$ cat src/rtl/rr_distributor.sv
// rr_distributor
// ---------------
// 1-to-N round-robin distributor. It takes one valid/ready/data stream and
// steers every word to exactly one of N_DST equivalent downstream consumers.
// A single registered holding stage gives registered outputs at full
// throughput. Each new word goes to the next enabled destination after the
// previous target. A destination that is ready is preferred over one that
// is only enabled.
//
// Ports
//   i_clk     clock
//   i_rst_n   synchronous reset, active low
//   i_valid   upstream valid
//   o_ready   upstream ready; combinational from i_ready and i_dst_en only
//   i_data    upstream data word
//   o_valid   per-destination valid; one-hot or zero; registered
//   i_ready   per-destination ready
//   o_data    shared data bus to all destinations; registered
//   i_dst_en  destination enable mask; quasi-static
module rr_distributor #(
    parameter int N_DST = 8,
    parameter int DATAW = 64
) (
    input  logic             i_clk,
    input  logic             i_rst_n,
    input  logic             i_valid,
    output logic             o_ready,
    input  logic [DATAW-1:0] i_data,
    output logic [N_DST-1:0] o_valid,
    input  logic [N_DST-1:0] i_ready,
    output logic [DATAW-1:0] o_data,
    input  logic [N_DST-1:0] i_dst_en
);

    localparam int          PW      = (N_DST > 1) ? $clog2(N_DST) : 1;
    localparam logic [PW:0] N_DST_W = (PW+1)'(N_DST);

    typedef enum logic {
        EMPTY = 1'b0,
        FULL  = 1'b1
    } state_t;

    state_t            state_q, state_d;
    logic [PW-1:0]     last_q, last_d;
    logic [N_DST-1:0]  valid_q, valid_d;
    logic [DATAW-1:0]  data_q, data_d;

    logic              done;
    logic              accept;
    logic [PW-1:0]     target;
    logic [PW-1:0]     tgt_ready, tgt_en;
    logic              found_ready, found_en;
    logic [PW:0]       sum;
    logic [PW-1:0]     idx;
    logic [N_DST-1:0]  target_onehot;

    assign done    = |(valid_q & i_ready);
    assign o_ready = (|i_dst_en) & ((state_q == EMPTY) | done);
    assign accept  = i_valid & o_ready;
    assign o_valid = valid_q;
    assign o_data  = data_q;

    // Scan from last+1 round to last itself. The wrap is a compare and
    // subtract, so a destination count that is not a power of two also
    // works. The first enabled and ready destination wins. If none is
    // ready, the first enabled destination takes the word and holds it.
    always_comb begin
        tgt_ready   = '0;
        tgt_en      = '0;
        found_ready = 1'b0;
        found_en    = 1'b0;
        sum         = '0;
        idx         = '0;
        for (int k = 1; k <= N_DST; k++) begin
            sum = {1'b0, last_q} + (PW+1)'(k);
            if (sum >= N_DST_W) begin
                sum = sum - N_DST_W;
            end
            idx = sum[PW-1:0];
            if (!found_ready && i_dst_en[idx] && i_ready[idx]) begin
                tgt_ready   = idx;
                found_ready = 1'b1;
            end
            if (!found_en && i_dst_en[idx]) begin
                tgt_en   = idx;
                found_en = 1'b1;
            end
        end
        target = found_ready ? tgt_ready : tgt_en;
    end

    // Decode the selected target into its one-hot valid pattern
    always_comb begin
        target_onehot = '0;
        for (int i = 0; i < N_DST; i++) begin
            target_onehot[i] = (target == PW'(i));
        end
    end

    // Holding-stage next state. An accept while FULL only happens in a
    // cycle where the held word also departs, so it covers the no-bubble
    // case. A held word that is not done keeps its target and data.
    always_comb begin
        state_d = state_q;
        last_d  = last_q;
        valid_d = valid_q;
        data_d  = data_q;
        if (accept) begin
            state_d = FULL;
            last_d  = target;
            valid_d = target_onehot;
            data_d  = i_data;
        end else if (done) begin
            state_d = EMPTY;
            valid_d = '0;
        end
    end

    // The pointer resets to the highest index, so the first search starts at 0
    always_ff @(posedge i_clk) begin
        if (!i_rst_n) begin
            state_q <= EMPTY;
            last_q  <= PW'(N_DST - 1);
            valid_q <= '0;
            data_q  <= '0;
        end else begin
            state_q <= state_d;
            last_q  <= last_d;
            valid_q <= valid_d;
            data_q  <= data_d;
        end
    end

endmodule

$ cat config.mk
export PLATFORM = sky130hd
export DESIGN_NAME = rr_distributor
export DESIGN_NICKNAME = d
export VERILOG_FILES = /design/src/rtl/rr_distributor.sv
export SDC_FILE = /design/constraint.sdc
export NUM_CORES = 1
export LEC_CHECK = 0
export CAP_MARGIN = 15
export CORE_MARGIN = 1.5
export CORE_UTILIZATION = 30
export CTS_BUF_LIST = sky130_fd_sc_hd__clkbuf_16
export CTS_CLUSTER_DIAMETER = 60
export DETAILED_ROUTE_END_ITERATION = 8
export GPL_TIMING_DRIVEN = 0
export SLEW_MARGIN = 20
export SYNTH_ARGS = -nofsm -noshare
export SYNTH_HDL_FRONTEND = slang
export SYNTH_SLANG_ARGS = --single-unit
export TNS_END_PERCENT = 10
$ cat constraint.sdc
create_clock -name i_clk -period 6.83 [get_ports i_clk]
set_clock_uncertainty 0.1 [all_clocks]
set_input_delay 1.366 -clock i_clk [delete_from_list [all_inputs] [get_ports i_clk]]
set_output_delay 1.366 -clock i_clk [all_outputs]
set_load 0.005 [all_outputs]
# Word-level counts from Yosys, hierarchy flattened
# Index checks and enable logic that the tools add are counted.
[totals] input_bits=83 output_inout_bits=73 register_bits=76
[op_classes] muxes=76 bitwise_logic=5 order_cmp=16 n_reduce_logical=40 n_eq_ne=7 add_sub_neg=16
[op_table] op="3-bit two-way mux" n=25
[op_table] op="1-bit binary-select mux with 3-bit select" n=16
[op_table] op="1-bit two-way mux" n=33
[op_table] op="4-bit greater-or-equal comparator, second input constant" n=8
[op_table] op="3-bit by 4-bit < comparator with 1-bit output, second input constant" n=8
[op_table] op="3-bit by 1-bit subtractor with 3-bit output, second input constant" n=8
[op_table] op="1-bit logical AND" n=22
[op_table] op="3-bit by 3-bit adder with 4-bit output, second input constant" n=4
[op_table] op="8-bit two-way mux" n=2
[op_table] op="8-bit OR reduction" n=2
[op_table] op="1-bit logical NOT" n=14
[op_table] op="3-bit == test, second input constant" n=4
[op_table] op="3-bit by 2-bit adder with 4-bit output, second input constant" n=2
[op_table] op="8-bit bitwise AND" n=1
[op_table] op="3-bit by 2-bit == test with 1-bit output, second input constant" n=2
[op_table] op="3-bit by 1-bit adder with 4-bit output, second input constant" n=1
[op_table] op="3-bit by 4-bit adder with 4-bit output, second input constant" n=1
[op_table] op="3-bit by 1-bit == test with 1-bit output, second input constant" n=1
[op_table] op="3-bit logical NOT" n=1
[op_table] op="1-bit bitwise AND" n=2
[op_table] op="2-bit nonzero test" n=1
[op_table] op="1-bit inverter" n=1
[op_table] op="1-bit bitwise OR" n=1

# Longest topological paths before layout
# Gate-level depths: netlist of run 1.
[logic_depth] word_depth=38 mapped_depth=16 ltp_nobuf=11

# Worst setup path before layout of run 1
# OpenSTA, ideal clock, no wires.
[synth_timing] kind="register -> register" from="reg last_q[0]" to="reg valid_q[0], in the netlist o_valid[0]" arrival_ps=3580 path_slack_ps=3033 required_time_ps=6613 path_stages_with_launch=15 path_cell_list="dfxtp_1 buf_6 clkinv_1 clkbuf_1 ha_1 buf_6 buf_6 nand3_1 o21ai_0 mux4_2 nor4_4 nand3_1 a211o_1 o221a_1 a32o_1"
[synth_via] elab_chain_cells=38 elab_cells_between_ends=134
[synth_rtl] item="from (decl)" line_no="44" text="logic [PW-1:0] last_q, last_d;"
[synth_rtl] item="from (signal assigned)" line_no="123" text="last_q <= PW'(N_DST - 1);"
[synth_rtl] item="from (signal assigned)" line_no="128" text="last_q <= last_d;"
[synth_rtl] item="3-bit by 1-bit adder with 4-bit output" line_no="75" text="sum = {1'b0, last_q} + (PW+1)'(k);"
[synth_rtl] item="4-bit greater-or-equal comparator / 3-bit by 1-bit subtractor with 3-bit output (equally long branches)" line_no="76, 77"
[synth_rtl] item="3-bit two-way mux" line_no="76" text="if (sum >= N_DST_W) begin"
[synth_rtl] item="1-bit binary-select mux with 3-bit select (on tied branches)" line_no="80, 84"
[synth_rtl] item="1-bit two-way mux (on tied branches)" line_no="80, 84"
[synth_rtl] item="1-bit logical AND" line_no="80" text="if (!found_ready && i_dst_en[idx] && i_ready[idx]) begin"
[synth_rtl] item="1-bit two-way mux" line_no="80"
[synth_rtl] item="1-bit logical NOT" line_no="80"
[synth_rtl] item="(+20 left out)"
[synth_rtl] item="1-bit logical AND (2 in a row)" line_no="80"
[synth_rtl] item="1-bit two-way mux" line_no="80"
[synth_rtl] item="1-bit logical NOT" line_no="80"
[synth_rtl] item="1-bit logical AND (2 in a row)" line_no="80"
[synth_rtl] item="3-bit two-way mux / 1-bit two-way mux (equally long branches)" line_no="80"
[synth_rtl] item="3-bit two-way mux (*)" line_no="89" text="target = found_ready ? tgt_ready : tgt_en;"
[synth_rtl] item="3-bit logical NOT (*)" line_no="96" text="target_onehot[i] = (target == PW'(i));"
[synth_rtl] item="8-bit two-way mux (*)" line_no="108" text="if (accept) begin"
[synth_rtl] item="to (signal assigned)" line_no="129" text="valid_q <= valid_d;"
[synth_rtl] item="to (decl)" line_no="45" text="logic [N_DST-1:0] valid_q, valid_d;"
# Mark *: on every way between the ends. The rest lies on a longest branch, timed or not. The select of a mux whose other input is x is not followed.
# A chain may end at the register's enable or synchronous reset.

# Final worst setup path of run 1
[layout_timing] from="in i_dst_en[6]" to="out o_ready"
[layout_via] elab_chain_cells=2
[layout_rtl] item="from (decl)" line_no="32" text="input logic [N_DST-1:0] i_dst_en"
[layout_rtl] item="8-bit OR reduction" line_no="58" text="assign o_ready = (|i_dst_en) & ((state_q == EMPTY) | done);"
[layout_rtl] item="1-bit bitwise AND" line_no="58"
[layout_rtl] item="to (decl)" line_no="27" text="output logic o_ready,"
# No other way between the ends.

==> summary.txt, run 1 <==
Power
  • Pwr Total: 2.896 mW
  • Power per cell area: 412.7 nW/um2
  • VDD IR max: 0.1642 mV
  • Pleak: 2.500 nW

Yosys
  • EDFF count, synth: 0
  • Post-synth top area share: 30.91%
  • Post-synth top flop: dfxtp_1
  • Mean Syn Cell Area: 8.681 um2
  • Async S/R FF share, synth: 0%
  • Yosys top cell by area: dfxtp_1
  • Mapped cell area: 4922 um2
  • Seq/Total Area, Yosys: 30.91%
  • Synth warn: 0
  • Gate Count Post-Synth: 567
  • Mapped Nets: 652
  • Synth cell types: 74
  • #FFs+latches synth: 76
  • Synth top area cells: dfxtp_1 31%, nand2_1 13%, a21boi_0 10%

Die
  • Cell Rows: 46
  • Die area: 17180 um2
  • Die H: 131.1 um
  • Core Box Area: 15940 um2
  • Die W: 131.1 um
  • Initial Util: 30.87%
  • Ports: 156

Worst setup path
  • CP max stage cell: clkdlybuf4s50_1
  • Worst Setup End Kind: output pin
  • Startpoint types: input port
  • Critical R2R Launch: last_q[0]$_SDFFE_PN1P_
  • Worst R2R Setup Slack: 2160 ps
  • CP Buf/Inv Count: 3
  • Worst endpoint required time: 5360 ps
  • Crit path largest cell delay: 620 ps
  • Crit-path cells: clkdlybuf4s50_1 -> clkbuf_1 -> nor4_1 -> a22oi_1 -> clkdlybuf4s50_1
  • CP delay by family, top: buffers and inverters
  • FF-to-FF path depth: 13
  • Worst Path Arrival: 3440 ps
  • Crit-path max FO: 10
  • FF-to-FF End: o_valid[5]$_SDFFE_PN0P_
  • Crit path kind: in2out
  • Most used cell, CP: clkdlybuf4s50_1

Worst hold path
  • Critical hold path startpoint: o_data[25]$_SDFFE_PN0P_
  • Worst Hold Endpoint: o_data[25]$_SDFFE_PN0P_
  • Hold crit path type: reg2reg
  • WHS Path Cells: 2

Clocking
  • # Post-CTS Setup Buffers: 0
  • TritonCTS clock tree: yes
  • # clock sinks: 76
  • Clk_lat worst skew: 330 ps
  • Hold_buf cts: 0
  • CTS Buffer Depth: 2
  • Post_cts resized: 0
  • Clock-pin slew on the worst setup and hold paths: 60 ps
  • CTS buffer count: 9
  • Max H-tree Level: 3
  • Root Driver: clkbuf_16

Layout
  • Area Growth Syn to Fin: 42.58%
  • Most common cell after layout, fill and taps aside: nand2_1
  • Ant. Diodes: 0
  • Area of the multi-input gates: 3123 um2
  • Number of fill cells: 1550
  • Most frequent cells in the layout: 165 x nand2_1, 155 x clkdlybuf4s50_1, 76 x dfxtp_1
  • # nets final: 818
  • Share of post-route cells with drive strength above 1: 10.72%
  • Register area: 1521 um2
  • Fin area: 7018 um2

Timing
  • Fmax: 204.0 MHz
  • Worst slew pin tran: 736.6 ps
  • RSZ-0062 raised after global routing: false
  • Final hold vios: 0
  • Crit share post-route: 71.76%
  • Final setup fails: 0
  • Slew HR: 50.54%
  • Fin Setup TNS: 0 ps
  • Post-route minimum period: 4901 ps
  • Setup ws final: 1929 ps
  • Slew Viols, Final: 0

Job
  • Max capacitance violation total: 0

Drt
  • DRT Wirelength: 16820 um
  • Drt drc: 0
  • Antenna-violating nets left: 0
  • Avg WL per Cell: 17.65 um
  • Iteration count of the initial detailed-routing pass: 5
  • DR vias/cell: 5.230
  • First DRT Iteration DRCs: 400
  • Via count: 4984

Global routing
  • Initial antenna violation count: 0
  • Vias in the first global route: 5067
  • Pin count of the biggest net entering global routing: 12
  • Total GRT Usage: 20.43%
  • Total gr overflow: 0
  • First-pass GRT wire length: 27080 um

Place
  • Pre-CTS setup slack: 1956 ps
  • Port Buf Inserts: 155
  • DP HPWL: 13120 um
  • Area of placed instances: 6744 um2
  • GP Congestion: 0.9019

Outcome
  • Outcome: complete, no violations
[cell families after synthesis]
logic type	after synthesis	share of synthesized area, %
buffers and inverters	52	5.643
adders and majority gates	2	0.5083
xor gates and xnor gates	6	2.059
DFF	76	30.91
and+or+nand+nor	229	20.62
AOI/OAI and AO/OA	159	25.12
muxes	43	15.15
[metrics by stage]
stage | hold slack [ps] | utilization (%) | std cells
after floorplan | 341.4 | - | 567
after global placement | 349.3 | 42.30 | 938
after detailed placement | 355.6 | 42.30 | 938
after CTS | 363.4 | 44.02 | 953
after global routing | 380.1 | 44.02 | 953
final | 361.1 | 44.02 | 953
[how the worst max path moves through the flow]
stage	endpoint	slack, ps	start	cells after the start
global route	o_ready	1780	i_dst_en[6]	5
CTS	o_ready	1930	i_dst_en[6]	5
finish	o_ready	1930	i_dst_en[6]	5
global placement	o_ready	1950	i_dst_en[6]	5
detailed placement	o_ready	1960	i_dst_en[6]	5
floorplan	o_valid[0]$_SDFFE_PN0P_	3030	last_q[0]$_SDFFE_PN1P_	14
[flip-flops by register name (all words and copies together), names as in the netlist]
register  count
o_data       64
last_q        3
o_valid       8
state_q       1
[layout make-up]
cell class / count / share of cell area (%)
Clock buffer: 9 / 3.209
Inverter: 5 / 0.2674
Timing Repair Buffer: 155 / 22.11
Sequential cell: 76 / 21.68
Multi-Input combinational cell: 439 / 44.50
Buffer: 47 / 3.690
Clock inverter: 6 / 0.6953
Tap cell: 216 / 3.851
[power by group]
| group | internal [mW] | switching [mW] | leakage (nW) |
|---|---|---|---|
| combinational | 0.817 | 1.05 | 1.74 |
| sequential | 0.530 | 0.0543 | 0.624 |
| clock | 0.274 | 0.173 | 0.140 |
| total | 1.62 | 1.27 | 2.50 |
[worst reg2reg max path, stage by stage, from the launching register on]
cell	delay (ps)
dfxtp_1	510
buf_6	210
clkinv_1	270
clkbuf_1	360
ha_1	290
buf_2	180
xor2_2	480
mux4_2	680
nor4_4	300
nand3_1	200
o21bai_1	240
o32ai_4	420
nor2_2	70
a32o_1	270
[per-layer routing]
| metal | routed length [um] | up-vias | track usage, % |
|---|---|---|---|
| met3 | 1868 | 17 | 8.198 |
| met2 | 8162 | 212 | 34.89 |
| met1 | 6588 | 2375 | 23.52 |
| met5 | 0 | - | 0 |
| met4 | 203 | 0 | 6.141 |
| li1 | - | 2380 | - |
[synth_stat cells, types with 3 or more instances]
cell        n
mux2i_1    15
buf_6       6
o21ai_1     8
a22oi_1     7
nor4_1      4
mux2_2      3
o31ai_1     4
xor2_2      3
o21ai_0    13
mux4_2     22
and3_1      4
nor2_1     14
a21boi_0   66
dfxtp_1    76
nand3_1    17
inv_1       3
buf_1       4
nand2_1   165
o21a_1      6
o211ai_1    5
nor3_1      8
a21oi_1    13
clkbuf_1   27
a32o_1      3
buf_2       6
Power figures use the tool's default switching activity.
==> run 2, diff against run 1 <==
clock period = 4 ns   (was 6.83 ns; I/O delays follow)
==> run 2 against run 1 <==
Against the previous run: critical path depth grew 7; core utilization increased by 0.83 points; register-to-register slack got worse by 2000 ps; count of clock-buffer cells in the layout did not move; global-route usage up 0.15 points; routed wire length is 0.85% higher; first-iteration DRC count down 2.3%; sequential power grew 71%; sequential share of layout area down 0.30 points; final cell count grew 0.42%.
==> summary.txt, run 2 (synthesis gave the netlist of run 1 again) <==
Outcome
  • Outcome: complete, no violations

Drt
  • DRT Wirelength: 16970 um (+0.85%)
  • DR vias/cell: 5.280 (+0.96%)
  • Iteration count of the initial detailed-routing pass: 5 (unchanged)
  • Drt drc: 0 (unchanged)
  • Via count: 5053 (+1.4%)
  • First DRT Iteration DRCs: 391 (-2.3%)
  • Antenna-violating nets left: 0 (unchanged)
  • Avg WL per Cell: 17.73 um (+0.43%)

Clocking
  • Clock-pin slew on the worst setup and hold paths: 60 ps (about the same)
  • Hold_buf cts: 0 (unchanged)
  • Clk_lat worst skew: 330 ps (about the same)
  • Root Driver: clkbuf_16
  • CTS buffer count: 9 (unchanged)
  • CTS Buffer Depth: 2 (unchanged)
  • # clock sinks: 76 (unchanged)
  • TritonCTS clock tree: yes
  • Max H-tree Level: 3 (unchanged)

Worst setup path
  • Worst endpoint required time: 4120 ps (-1240 ps)
  • Worst Setup End Kind: flop
  • Crit path kind: in2reg
  • Worst Path Arrival: 3960 ps (+520 ps)
  • Startpoint types: input port
  • Crit. Startpoint: i_dst_en[5]
  • Crit-path max FO: 10 (unchanged)
  • Critical R2R Launch: last_q[1]$_SDFFE_PN1P_

Timing
  • Min Hold Slack: 361.0 ps (-0.03800 ps)
  • Final hold vios: 0 (unchanged)
  • Slew Viols, Final: 0 (unchanged)
  • RSZ-0062 raised after global routing: false
  • Post-route minimum period: 3836 ps
  • Fmax: 260.7 MHz
  • Setup ws final: 164.1 ps (-1765 ps)
  • Final setup fails: 0 (unchanged)
  • Slew HR: 62.16% (+12 points)
  • Crit share post-route: 95.90%
  • Fin Setup TNS: 0 ps (unchanged)
  • Worst slew pin tran: 567.7 ps (-169.0 ps)

Place
  • Area of placed instances: 6744 um2 (unchanged)
  • GP Congestion: 0.9019 (unchanged)
  • DP HPWL: 13120 um (unchanged)
  • Pre-CTS setup slack: -598.9 ps (-2555 ps)
  • Port Buf Inserts: 155 (unchanged)

Layout
  • Most frequent cells in the layout: 165 x nand2_1, 155 x clkdlybuf4s50_1, 74 x dfxtp_1
  • Ant. Diodes: 0 (unchanged)
  • Max reg flops: 64 (unchanged)
  • Fin area: 7151 um2 (+1.9%)
  • Share of post-route cells with drive strength above 1: 12.55% (+1.8 points)
  • # nets final: 822 (+0.49%)
  • Area Growth Syn to Fin: 45.27%
  • Most common cell after layout, fill and taps aside: nand2_1

Global routing
  • Vias in the first global route: 5154 (+1.7%)
  • Total GRT Usage: 20.59% (+0.15 points)
  • First-pass GRT wire length: 27290 um (+0.76%)
  • Total gr overflow: 0 (unchanged)
  • Pin count of the biggest net entering global routing: 20 (+8)
  • Initial antenna violation count: 0 (unchanged)

Die
  • Die W: 131.1 um (unchanged)
  • Die area: 17180 um2 (unchanged)
  • Ports: 156 (unchanged)
  • Cell Rows: 46 (unchanged)
  • Core Box Area: 15940 um2 (unchanged)
  • Initial Util: 30.87% (unchanged)
  • Die H: 131.1 um (unchanged)

Power
  • Pleak: 2.559 nW (+2.3%)
  • Pwr Total: 5.258 mW (+82%)
  • VDD IR max: 0.3200 mV (+95%)
  • Power per cell area: 735.3 nW/um2 (+78%)

Worst hold path
  • Hold crit path type: reg2reg
  • Critical hold path startpoint: o_data[25]$_SDFFE_PN0P_

Job
  • Max capacitance violation total: 0 (unchanged)
## run 2: path summary, 6_finish.rpt
| kind | end | slack [ps] | cells past startpoint |
|---|---|---|---|
| worst max register to register | o_valid[5]$_SDFFE_PN0P_ | 200 | 16 |
| worst min register to register | o_data[25]$_SDFFE_PN0P_ | 360 | 2 |
| worst max-delay path | o_valid[5]$_SDFFE_PN0P_ | 160 | 12 |
| worst min-delay path | o_data[25]$_SDFFE_PN0P_ | 360 | 2 |
## run 2: what timing repair did
action,4_1_cts,5_1_grt
pin swaps,2,3
endpoints found under the setup margin,11,12
gates resized for setup,11,13
buffers inserted,4,1
## run 2: where the power goes
part | leakage (nW) | internal (mW) | switching [mW] | total (mW)
Clock | 0.140 | 0.468 | 0.296 | 0.764
Sequential | 0.624 | 0.909 | 0.0931 | 1.00
Combinational | 1.79 | 1.62 | 1.87 | 3.49
Total | 2.56 | 2.99 | 2.26 | 5.26
## run 2: area by class of cell
cell class	instances	area [um2]
plain buffers	46	270.3
well taps	216	270.3
clock inverters	6	48.80
fillers	1541	8792
flip-flops and latches	76	1529
clock buffers	9	225.2
repair buffers	160	1614
inverters	5	21.27
multi-input cells	439	3172
## run 2: metal layers
metal / global-route usage [%] / up-vias / share of wire, %
li1: - / 2384 / -
met2: 35.23 / 238 / 49
met4: 6.464 / 0 / 1.4
met3: 8.726 / 20 / 12
met5: 0 / - / 0
met1: 23.24 / 2411 / 38
## run 2: metrics by stage
step / std cells / utilization, %
6_report: 957 / 44.85
3_3_place_gp: 938 / 42.30
2_1_floorplan: 567 / -
5_1_grt: 957 / 44.85
3_5_place_dp: 938 / 42.30
4_1_cts: 956 / 44.58
## run 2: worst max-delay path: stages
cell and delay [ps]:
clkdlybuf4s50_1 450, clkbuf_1 290, nand2_1 200, o21ai_0 180, mux4_2 600, nor4_4 320, nand3_2 140, o21bai_1 210
o32ai_4 310, buf_12 160, nor2_2 40, a32o_1 240
==> run 3, diff against run 2 <==
DONT_BUFFER_PORTS = 1   (was not set)
RECOVER_POWER = 100   (was not set)
clock period = 4.4 ns   (was 4 ns; I/O delays follow)
==> run 3 against run 2 <==
Against the previous run: first-iteration DRC count is 29% lower; register-to-register slack better by 30 ps; largest power group unchanged; sequential share of layout area is 6.1 points higher; critical path type is now reg2reg; via count is 12% lower.
==> summary.txt, run 3 (synthesis gave the netlist of run 1 again) <==
Outcome
  • Outcome: complete, no violations

Drt
  • Iteration count of the initial detailed-routing pass: 5 (unchanged)
  • Via count: 4434 (-12%)
  • DR vias/cell: 5.522 (+4.6%)
  • Antenna-violating nets left: 0 (unchanged)
  • First DRT Iteration DRCs: 278 (-29%)
  • Avg WL per Cell: 19.28 um (+8.8%)
  • Drt drc: 0 (unchanged)
  • DRT Wirelength: 15480 um (-8.7%)

Clocking
  • # clock sinks: 76 (unchanged)
  • CTS Buffer Depth: 2 (unchanged)
  • Clock-pin slew on the worst setup and hold paths: 60 ps (about the same)
  • Root Driver: clkbuf_16
  • TritonCTS clock tree: yes
  • Hold_buf cts: 0 (unchanged)
  • Max H-tree Level: 3 (unchanged)
  • CTS buffer count: 9 (unchanged)
  • Clk_lat worst skew: 330 ps (about the same)

Worst setup path
  • Crit path kind: reg2reg
  • Worst Path Arrival: 4290 ps (+330 ps)
  • Worst endpoint required time: 4520 ps (+400 ps)
  • Worst Setup End Kind: flop
  • Crit-path max FO: 10 (unchanged)
  • Startpoint types: flop

Die
  • Die H: 131.1 um (unchanged)
  • Cell Rows: 46 (unchanged)
  • Ports: 156 (unchanged)
  • Die area: 17180 um2 (unchanged)
  • Die W: 131.1 um (unchanged)
  • Initial Util: 30.87% (unchanged)
  • Core Box Area: 15940 um2 (unchanged)

Layout
  • Max reg flops: 64 (unchanged)
  • Most common cell after layout, fill and taps aside: nand2_1
  • Register area: 1523 um2 (-0.41%)
  • Share of post-route cells with drive strength above 1: 15.50% (+3.0 points)
  • # nets final: 667 (-19%)
  • Area Growth Syn to Fin: 12.58%
  • Ant. Diodes: 0 (unchanged)
  • Number of fill cells: 1656 (+7.5%)
  • Area of the multi-input gates: 3141 um2 (-0.99%)
  • Most frequent cells in the layout: 165 x nand2_1, 75 x dfxtp_1, 66 x a21boi_0

Place
  • Port Buf Inserts: 0 (-100%)
  • GP Congestion: 0.9463 (+4.9%)
  • DP HPWL: 12160 um (-7.3%)

Timing
  • Worst slew pin tran: 711.3 ps (+143.6 ps)
  • RSZ-0062 raised after global routing: false
  • Fin Setup TNS: 0 ps (unchanged)
  • Final hold vios: 0 (unchanged)
  • Final setup fails: 0 (unchanged)
  • Post-route minimum period: 4171 ps
  • Slew HR: 52.24% (-9.9 points)
  • Slew Viols, Final: 0 (unchanged)
  • Crit share post-route: 94.79%
  • Fmax: 239.8 MHz
  • Min Hold Slack: 371.6 ps (+10.58 ps)

Power
  • Power per cell area: 770.7 nW/um2 (+4.8%)
  • Pleak: 1.952 nW (-24%)
  • VDD IR max: 0.3027 mV (-5.4%)
  • Pwr Total: 4.271 mW (-19%)

Global routing
  • Total GRT Usage: 18.18% (-2.4 points)
  • Pin count of the biggest net entering global routing: 14 (-30%)
  • Vias in the first global route: 4471 (-13%)
  • Total gr overflow: 0 (unchanged)
  • First-pass GRT wire length: 24020 um (-12%)
  • Initial antenna violation count: 0 (unchanged)

Job
  • Max capacitance violation total: 0 (unchanged)

Worst hold path
  • Hold crit path type: reg2reg
run 3: changes by cell type in the layout (fill, tap and decap cells not counted), sizes merged:
| cell | before | now |
|---|---|---|
| clkdlybuf4s50 | 155 | 0 |
| clkbuf | 35 | 37 |
| clkinv | 3 | 2 |
| inv | 7 | 6 |
| clkinvlp | 0 | 3 |
| buf | 25 | 23 |
run 3: worst max-delay path, stage by stage, from the launching register on:
cell and delay, ps:
dfxtp_2 430, buf_6 190, clkinvlp_4 140, buf_2 230, ha_1 330, buf_6 150, buf_6 150, nand3_1 100
o21ai_0 140, mux4_2 560, nor4_4 330, nand3_1 200, o21bai_1 240, o32ai_4 400, buf_4 200, nand2b_1 100
o21ai_1 60
run 3: routing by layer:
metal / share of wire, % / GRT usage (%) / routed length (um) / vias up
li1: - / - / - / 2074
met1: 38 / 20.24 / 5843 / 2100
met2: 51 / 31.97 / 7854 / 231
met3: 9.2 / 5.722 / 1418 / 29
met4: 2.4 / 7.822 / 367 / 0
met5: 0 / 0 / 0 / -
run 3: cell type report:
type	count	share of cell area (%)
Inverter	5	0.4064
Sequential cell	76	27.48
Clock inverter	7	1.219
Timing Repair Buffer	5	0.6774
Buffer	46	4.606
Tap cell	216	4.877
Multi-Input combinational cell	439	56.67
Clock buffer	9	4.064
run 3: timing repair:
| action | 4_1_cts | 5_1_grt |
|---|---|---|
| setup buffers | 0 | 5 |
| setup endpoints to repair | 9 | 11 |
| gates resized for setup | 3 | 4 |
| hold endpoints to repair | 0 | 0 |
| pin swaps | 0 | 1 |
run 3: worst paths after layout:
kind / start / slack [ps] / cells after the start / end
max: last_q[0]$_SDFFE_PN1P_ / 230 / 16 / o_valid[3]$_SDFFE_PN0P_
max reg2reg: last_q[0]$_SDFFE_PN1P_ / 230 / 16 / o_valid[3]$_SDFFE_PN0P_
min reg2reg: state_q$_SDFFE_PN0P_ / 370 / 2 / state_q$_SDFFE_PN0P_
min: state_q$_SDFFE_PN0P_ / 370 / 2 / state_q$_SDFFE_PN0P_
run 3: per-stage QoR:
stage,cell area (um2),setup WS (ps),utilization (%),cells
global placement,5192,-137.1,32.57,783
global route,5542,23.13,34.76,803
detailed placement,5192,-171.1,32.57,783
finish,5542,229.4,34.76,803
floorplan,4922,602.6,-,567
CTS,5499,33.30,34.49,799
run 3: report_power, final:
part	internal, mW	leakage (nW)	switching, mW
combinational	1.06	1.18	1.55
sequential	0.824	0.624	0.120
clock	0.436	0.143	0.284
